$ cat src/rtl/ins_prefetch_pkg.sv
`default_nettype none
// ============================================================================
// Module      : ins_prefetch_pkg
// Description : Shared defaults for the instruction prefetch queue.
// Revision    : 1.0 - initial release
// ============================================================================
package ins_prefetch_pkg;

  // Default program address width (64 KiB program space)
  localparam int DEF_ADDR_W = 16;
  // Default instruction byte width
  localparam int DEF_DATA_W = 8;
  // Default queue depth; must be a power of two and at least 2
  localparam int DEF_DEPTH  = 4;
  // 8051 reset vector
  localparam int RESET_PC   = 0;

endpackage
`default_nettype wire

$ cat src/rtl/prefetch_fifo.sv
`default_nettype none
// ============================================================================
// Module      : prefetch_fifo
// Description : Synchronous DEPTH x DATA_W FIFO with flush. Head data reads
//               as zero while the FIFO is empty.
// Revision    : 1.0 - initial release
// ============================================================================
module prefetch_fifo #(
  parameter int DATA_W = 8,
  parameter int DEPTH  = 4
) (
  input  logic                     clk,
  input  logic                     rst,
  input  logic                     flush,
  input  logic                     push,
  input  logic [DATA_W-1:0]        push_data,
  input  logic                     pop,
  output logic [DATA_W-1:0]        pop_data,
  output logic                     full,
  output logic                     empty,
  output logic [$clog2(DEPTH):0]   count
);

  localparam int PTR_W = $clog2(DEPTH);
  localparam int CNT_W = PTR_W + 1;

  logic [DATA_W-1:0] r_mem [DEPTH];
  logic [PTR_W-1:0]  r_wr_ptr;
  logic [PTR_W-1:0]  r_rd_ptr;
  logic [CNT_W-1:0]  r_count;
  logic              w_push;
  logic              w_pop;

  assign full     = (r_count == CNT_W'(DEPTH));
  assign empty    = (r_count == '0);
  assign count    = r_count;
  assign w_push   = push & ~full;
  assign w_pop    = pop & ~empty;
  assign pop_data = empty ? '0 : r_mem[r_rd_ptr];

  // Storage write; contents need no reset because count gates visibility
  always_ff @(posedge clk) begin
    if (!rst && !flush && w_push) begin
      r_mem[r_wr_ptr] <= push_data;
    end
  end

  // Pointer and occupancy tracking; flush empties the queue in one cycle
  always_ff @(posedge clk) begin
    if (rst || flush) begin
      r_wr_ptr <= '0;
      r_rd_ptr <= '0;
      r_count  <= '0;
    end else begin
      if (w_push) begin
        r_wr_ptr <= r_wr_ptr + PTR_W'(1);
      end
      if (w_pop) begin
        r_rd_ptr <= r_rd_ptr + PTR_W'(1);
      end
      case ({w_push, w_pop})
        2'b10:   r_count <= r_count + CNT_W'(1);
        2'b01:   r_count <= r_count - CNT_W'(1);
        default: r_count <= r_count;
      endcase
    end
  end

endmodule
`default_nettype wire

$ cat src/rtl/ins_prefetch.sv
`default_nettype none
// ============================================================================
// Module      : ins_prefetch
// Description : Instruction byte prefetch queue for an 8051-style core.
//               Issues sequential program-memory reads, buffers bytes in a
//               small FIFO and hands them to the CPU with their address.
//               Optional macro PREFETCH_WAIT_EN adds a mem_ready handshake
//               (request held until ready, one outstanding). Without it the
//               memory has a fixed one-cycle read latency.
// Revision    : 1.0 - initial release
// ============================================================================
module ins_prefetch
  import ins_prefetch_pkg::*;
#(
  parameter int ADDR_W = DEF_ADDR_W,
  parameter int DATA_W = DEF_DATA_W,
  parameter int DEPTH  = DEF_DEPTH
) (
  input  logic              clk,
  input  logic              rst,
  output logic              mem_rd_en,
  output logic [ADDR_W-1:0] mem_addr,
  input  logic [DATA_W-1:0] mem_rdata,
`ifdef PREFETCH_WAIT_EN
  input  logic              mem_ready,
`endif
  input  logic              redirect,
  input  logic [ADDR_W-1:0] redirect_addr,
  output logic              ins_valid,
  output logic [DATA_W-1:0] ins_data,
  output logic [ADDR_W-1:0] ins_pc,
  input  logic              ins_take
);

  localparam int CNT_W = $clog2(DEPTH) + 1;
  localparam int SUM_W = CNT_W + 1;
  localparam logic [SUM_W-1:0]  SUM_LIMIT = SUM_W'(DEPTH);
  localparam logic [ADDR_W-1:0] PC_RESET  = ADDR_W'(RESET_PC);

  logic              r_rd_en;
  logic [ADDR_W-1:0] r_addr;
  logic [ADDR_W-1:0] r_fetch_ptr;
  logic [ADDR_W-1:0] r_pc;

  logic              w_resp;
  logic              w_hold;
  logic              w_outstanding;
  logic              w_push;
  logic              w_pop;
  logic              w_issue;
  logic              w_full;
  logic              w_empty;
  logic [CNT_W-1:0]  w_count;
  logic [SUM_W-1:0]  w_occ_sum;

`ifdef PREFETCH_WAIT_EN
  // Handshake memory: data arrives in the cycle ready is seen, and the
  // pending request stays on the bus until then.
  assign w_resp        = r_rd_en & mem_ready;
  assign w_hold        = r_rd_en & ~mem_ready;
  assign w_outstanding = w_hold;
`else
  // Fixed-latency memory: r_inflight marks that mem_rdata carries the reply
  // to the request driven in the previous cycle.
  logic r_inflight;

  assign w_resp        = r_inflight;
  assign w_hold        = 1'b0;
  assign w_outstanding = r_rd_en;

  // Track the single-cycle read pipeline; redirect and reset orphan it
  always_ff @(posedge clk) begin
    if (rst || redirect) begin
      r_inflight <= 1'b0;
    end else begin
      r_inflight <= r_rd_en;
    end
  end
`endif

  // A reply landing in a redirect cycle belongs to the old stream: drop it.
  assign w_push = w_resp & ~redirect & ~w_full;
  // Redirect beats take; take on an empty queue does nothing.
  assign w_pop  = ins_take & ~w_empty & ~redirect;

  // Credit check: queue after this edge's write, plus reads still owed,
  // must leave room. A same-cycle take is deliberately not credited.
  assign w_occ_sum = SUM_W'(w_count) + SUM_W'(w_push) + SUM_W'(w_outstanding);
  assign w_issue   = ~w_hold & (w_occ_sum < SUM_LIMIT);

  prefetch_fifo #(
    .DATA_W (DATA_W),
    .DEPTH  (DEPTH)
  ) u_fifo (
    .clk       (clk),
    .rst       (rst),
    .flush     (redirect),
    .push      (w_push),
    .push_data (mem_rdata),
    .pop       (w_pop),
    .pop_data  (ins_data),
    .full      (w_full),
    .empty     (w_empty),
    .count     (w_count)
  );

  // Fetch request generation, fetch pointer and head-of-queue PC
  always_ff @(posedge clk) begin
    if (rst) begin
      r_rd_en     <= 1'b0;
      r_addr      <= '0;
      r_fetch_ptr <= PC_RESET;
      r_pc        <= PC_RESET;
    end else if (redirect) begin
      r_rd_en     <= 1'b1;
      r_addr      <= redirect_addr;
      r_fetch_ptr <= redirect_addr + ADDR_W'(1);
      r_pc        <= redirect_addr;
    end else begin
      if (w_hold) begin
        r_rd_en <= 1'b1;
      end else if (w_issue) begin
        r_rd_en     <= 1'b1;
        r_addr      <= r_fetch_ptr;
        r_fetch_ptr <= r_fetch_ptr + ADDR_W'(1);
      end else begin
        r_rd_en <= 1'b0;
      end
      if (w_pop) begin
        r_pc <= r_pc + ADDR_W'(1);
      end
    end
  end

  assign mem_rd_en = r_rd_en;
  assign mem_addr  = r_addr;
  assign ins_valid = ~w_empty;
  assign ins_pc    = r_pc;

endmodule
`default_nettype wire

$ cat config.mk
export PLATFORM = sky130hd
export DESIGN_NAME = ins_prefetch
export DESIGN_NICKNAME = d
export VERILOG_FILES = /design/src/rtl/ins_prefetch_pkg.sv /design/src/rtl/prefetch_fifo.sv /design/src/rtl/ins_prefetch.sv
export SDC_FILE = /design/constraint.sdc
export NUM_CORES = 1
export LEC_CHECK = 0
export ABC_CLOCK_PERIOD_IN_PS = 5800
export CAP_MARGIN = 0
export CORE_AREA = 2 2 138 140
export CTS_CLUSTER_DIAMETER = 150
export DETAILED_ROUTE_END_ITERATION = 12
export DIE_AREA = 0 0 140 142
export GPL_ROUTABILITY_DRIVEN = 0
export MAX_ROUTING_LAYER = met4
export PLACE_DENSITY = 0.54
export SYNTH_ARGS = -nofsm -noshare
export SYNTH_HDL_FRONTEND = slang
export SYNTH_SLANG_ARGS = --single-unit
export TNS_END_PERCENT = 5
$ cat constraint.sdc
create_clock -name clk -period 5.8 [get_ports clk]
set_input_delay 1.16 -clock clk [delete_from_list [all_inputs] [get_ports clk]]
set_output_delay 1.16 -clock clk [all_outputs]
set_load 0.02 [all_outputs]
==> flow_summary_export.csv <==
group,metric,value,unit
status,status,"finished, violations left",
status,violations,"DRC",
power_and_ir_drop,p_leak,2.02,nW
synth,synth-edff-count,32,
worst_setup_path,rr_startpoint,"r_fetch_ptr[0]$_SDFFE_PP0P_",
layout,fin_util,30.8,%
power_and_ir_drop,ir_worst_vdd,147,uV
sta,period_share,60.3,%
drt,drc,6,
job,maxCapViolations,0,
power_and_ir_drop,finalPower,1.44,mW
cts,ctsResizeCount,0,
sta,fin_setup_tns,0,ns
floorplan,initial_core_util,24.4,%
cts,cts_sinks,91,
layout,fill_cells,1880,
worst_setup_path,endpoint_kind,"flop",
layout,syn2layout_area_growth,26.4,%
floorplan,die_w,140,um
sta,timing.final.ws_setup,2.30,ns
sta,max_freq,286,MHz
synth,ys_seq_area_share,47.6,%
drt,vias,3635,
cts,cts_buffers,9,
placed_design,post-place-ws,1.95,ns
worst_setup_path,critPathSlowestCell,"a222oi_1",
drt,ant_nets,0,
drt,drt_iter0_markers,213,
synth,synthTopCellsByArea,"dfxtp_1 26%, edfxtp_1 21%, mux4_2 4.0%",
sta,setup_viol,0,
hold_path,worstHoldStart,"mem_addr[1]$_SDFFE_PP0P_",
worst_setup_path,critical_path_class,"primary input to flop",
worst_setup_path,timing.critical_path.fanout_max,52,
synth,synth_top_area_share,26.3,%
sta,skew,0.00727,ns
worst_setup_path,worstPathRequired,6.08,ns
drt,via_per_inst,4.84,
worst_setup_path,path_delay_family,"compound AO/OA/AOI/OAI gates",
layout,nNetsFinal,549,
synth,synth_fp_nets,488,
hold_path,hold_class,"flop to flop",
synth,yosysTopAreaCell,"dfxtp_1",
sta,worstMarginPinSlew,1.07,ns
floorplan,dieArea,0.0199,mm2
synth,yosys_warnings,0,
cts,clk_pin_slew,0.07,ns
sta,slew_violations,0,
cts,cts_root_buf,"clkbuf_16",
grt,grt.total_usage,12.8,%
cts,htreeDepth,3,
worst_setup_path,crit_path_start_kind,"primary input",
worst_setup_path,startpoint,"redirect",
floorplan,core,0.0185,mm2
synth,syn-cell-area,0.00450,mm2
synth,syn_avg_cell_area,9.97,um2
sta,max_slew_margin,27.8,%
cts,cts_hold_buf,0,
synth,async_reset_ff_share,0,%
sta,finalCriticalPeriod,3.50,ns
floorplan,fp.dieH,142,um
layout,antenna_cells,0,
placed_design,dp.final_hpwl,9.05,mm
sta,rsz0062_at_grt,"no",
cts,cts_setup_buffers,0,
power_and_ir_drop,power_density,254,mW/mm2
layout,drive_above_1_share,6.96,%
synth,synth_cell_type_count,58,
grt,grt_pass1_wl,19.2,mm
placed_design,portBuffers,69,
grt,first_global_vias,3524,
drt,wl,12.1,mm
worst_setup_path,cpPeakStageDelay,0.64,ns
worst_setup_path,cp_cell_sequence,"buf_2, buf_4, o21ai_0, ha_1, nand4b_1, a222oi_1, nand2_1, or4_1, o211ai_1",
cts,clk_latency,0.35,ns
worst_setup_path,path_buf_inv,2,
worst_setup_path,cp.arrival,3.78,ns
cts,clockBufferDepth,2,
synth,synth_cells,451,
floorplan,ios,70,
grt,antenna_found_initial,0,
synth,synth_flop_cell,"dfxtp_1",
cts,cts_tree,"yes",
sta,hold_viol_final,0,
synth,ys_seq_elements,91,
drt,wl_per_cell,16.1,um
grt,grt-ovfl-total,0,
floorplan,num_rows,50,
grt,grt_max_degree,53,
drt,dr.pass1.iters,10,
logic make-up after synthesis:
group	Yosys count	share of synthesized area, %
AND/OR/NAND/NOR	161	18.8
AO/OA/AOI/OAI	104	15.4
flip-flops	91	47.6
buffers and inverters	40	3.78
XOR/XNOR	28	5.45
multiplexers	18	6.26
adder cells (fa/ha/maj)	9	2.67
synth_stat cells, types with 4 or more instances:
cell type,instances
nor2_1,47
xnor2_1,12
a21oi_1,26
inv_1,14
o22ai_1,5
xor2_1,16
and2_1,14
ha_1,8
dfxtp_1,59
mux4_2,8
nand3_1,16
clkbuf_1,18
nand2_1,37
a22oi_1,5
a311oi_1,5
a211oi_1,20
and3_1,6
nor3_1,4
nand4_1,9
nand4b_1,4
nor2b_1,5
o21ai_0,17
mux2i_1,9
edfxtp_1,32
state kept, by name (all words and copies together), names as in the netlist, named ones only:
signal,count
r_fetch_ptr,16
ins_pc,16
u_fifo.r_rd_ptr,2
mem_addr,16
r_inflight,1
mem_rd_en,1
u_fifo.r_mem,32
u_fifo.count,3
u_fifo.r_wr_ptr,2
cells in the final DEF, fill, tap and decap left out, types with 3 or more instances in the layout:
cell             synthesis  layout
mux4_2                   8       8
ha_1                     8       8
buf_4                    0       5
a211o_1                  3       3
a31oi_1                  3       3
mux2i_1                  9       9
a211oi_1                20      20
dfxtp_1                 59      59
inv_1                   14      14
and3_1                   6       6
clkdlybuf4s50_1          0      68
nand4b_1                 4       4
a21oi_1                 26      26
and2_1                  14      14
or3_1                    3       3
nor2_1                  47      47
a311oi_1                 5       5
clkbuf_16                0       9
o21ai_0                 17      17
o22ai_1                  5       5
nand3b_1                 3       3
xor2_1                  16      16
nand2_1                 37      37
nand3_1                 16      16
a22oi_1                  5       5
xnor2_1                 12      12
nor2b_1                  5       5
nor3_1                   4       4
nand4_1                  9       9
edfxtp_1                32      32
path summary, 6_finish.rpt:
kind	slack, ns	end	cells past startpoint
hold / removal	0.46	mem_addr[1]$_SDFFE_PP0P_	2
setup / recovery	2.30	r_fetch_ptr[10]$_SDFFE_PP0P_	9
setup reg to reg	3.25	r_fetch_ptr[10]$_SDFFE_PP0P_	8
hold reg to reg	0.46	mem_addr[1]$_SDFFE_PP0P_	2
per-layer routing:
metal / share of wire [%] / global-route usage (%)
met2: 46 / 19.7
met4: 0.92 / 2.82
met5: 0 / -
met3: 5.6 / 3.57
met1: 47 / 16.9
power breakdown:
part           switching, mW  total [mW]  leakage (nW)  internal (mW)
registers             0.0228       0.706         0.775          0.683
clock network          0.274       0.571         0.134          0.297
logic                 0.0919       0.168          1.11         0.0759
total                  0.389        1.44          2.02           1.06
stage by stage:
| step | cells | hold WS, ns | cell area (um2) |
|---|---|---|---|
| floorplan | 451 | 0.431 | 4500 |
| global placement | 735 | 0.447 | 5400 |
| detailed placement | 735 | 0.454 | 5400 |
| CTS | 751 | 0.466 | 5690 |
| global route | 751 | 0.497 | 5690 |
| finish | 751 | 0.464 | 5690 |
worst reg2reg max path, stage by stage, from the launching register on:
cell	delay, ns
dfxtp_1	0.36
inv_1	0.05
o21ai_0	0.24
ha_1	0.31
nand4b_1	0.18
a222oi_1	0.64
nand2_1	0.17
or4_1	0.43
o211ai_1	0.10
final cells by class:
class | instances | area [um2] | area share, %
Multi-Input combinational cell | 320 | 2180 | 38.4
Sequential cell | 91 | 2140 | 37.7
Timing Repair Buffer | 74 | 723 | 12.7
Tap cell | 234 | 293 | 5.15
Clock buffer | 9 | 225 | 3.96
Inverter | 16 | 60.1 | 1.06
Clock inverter | 7 | 57.6 | 1.01
Note: power is estimated with default switching activity, not from simulation.
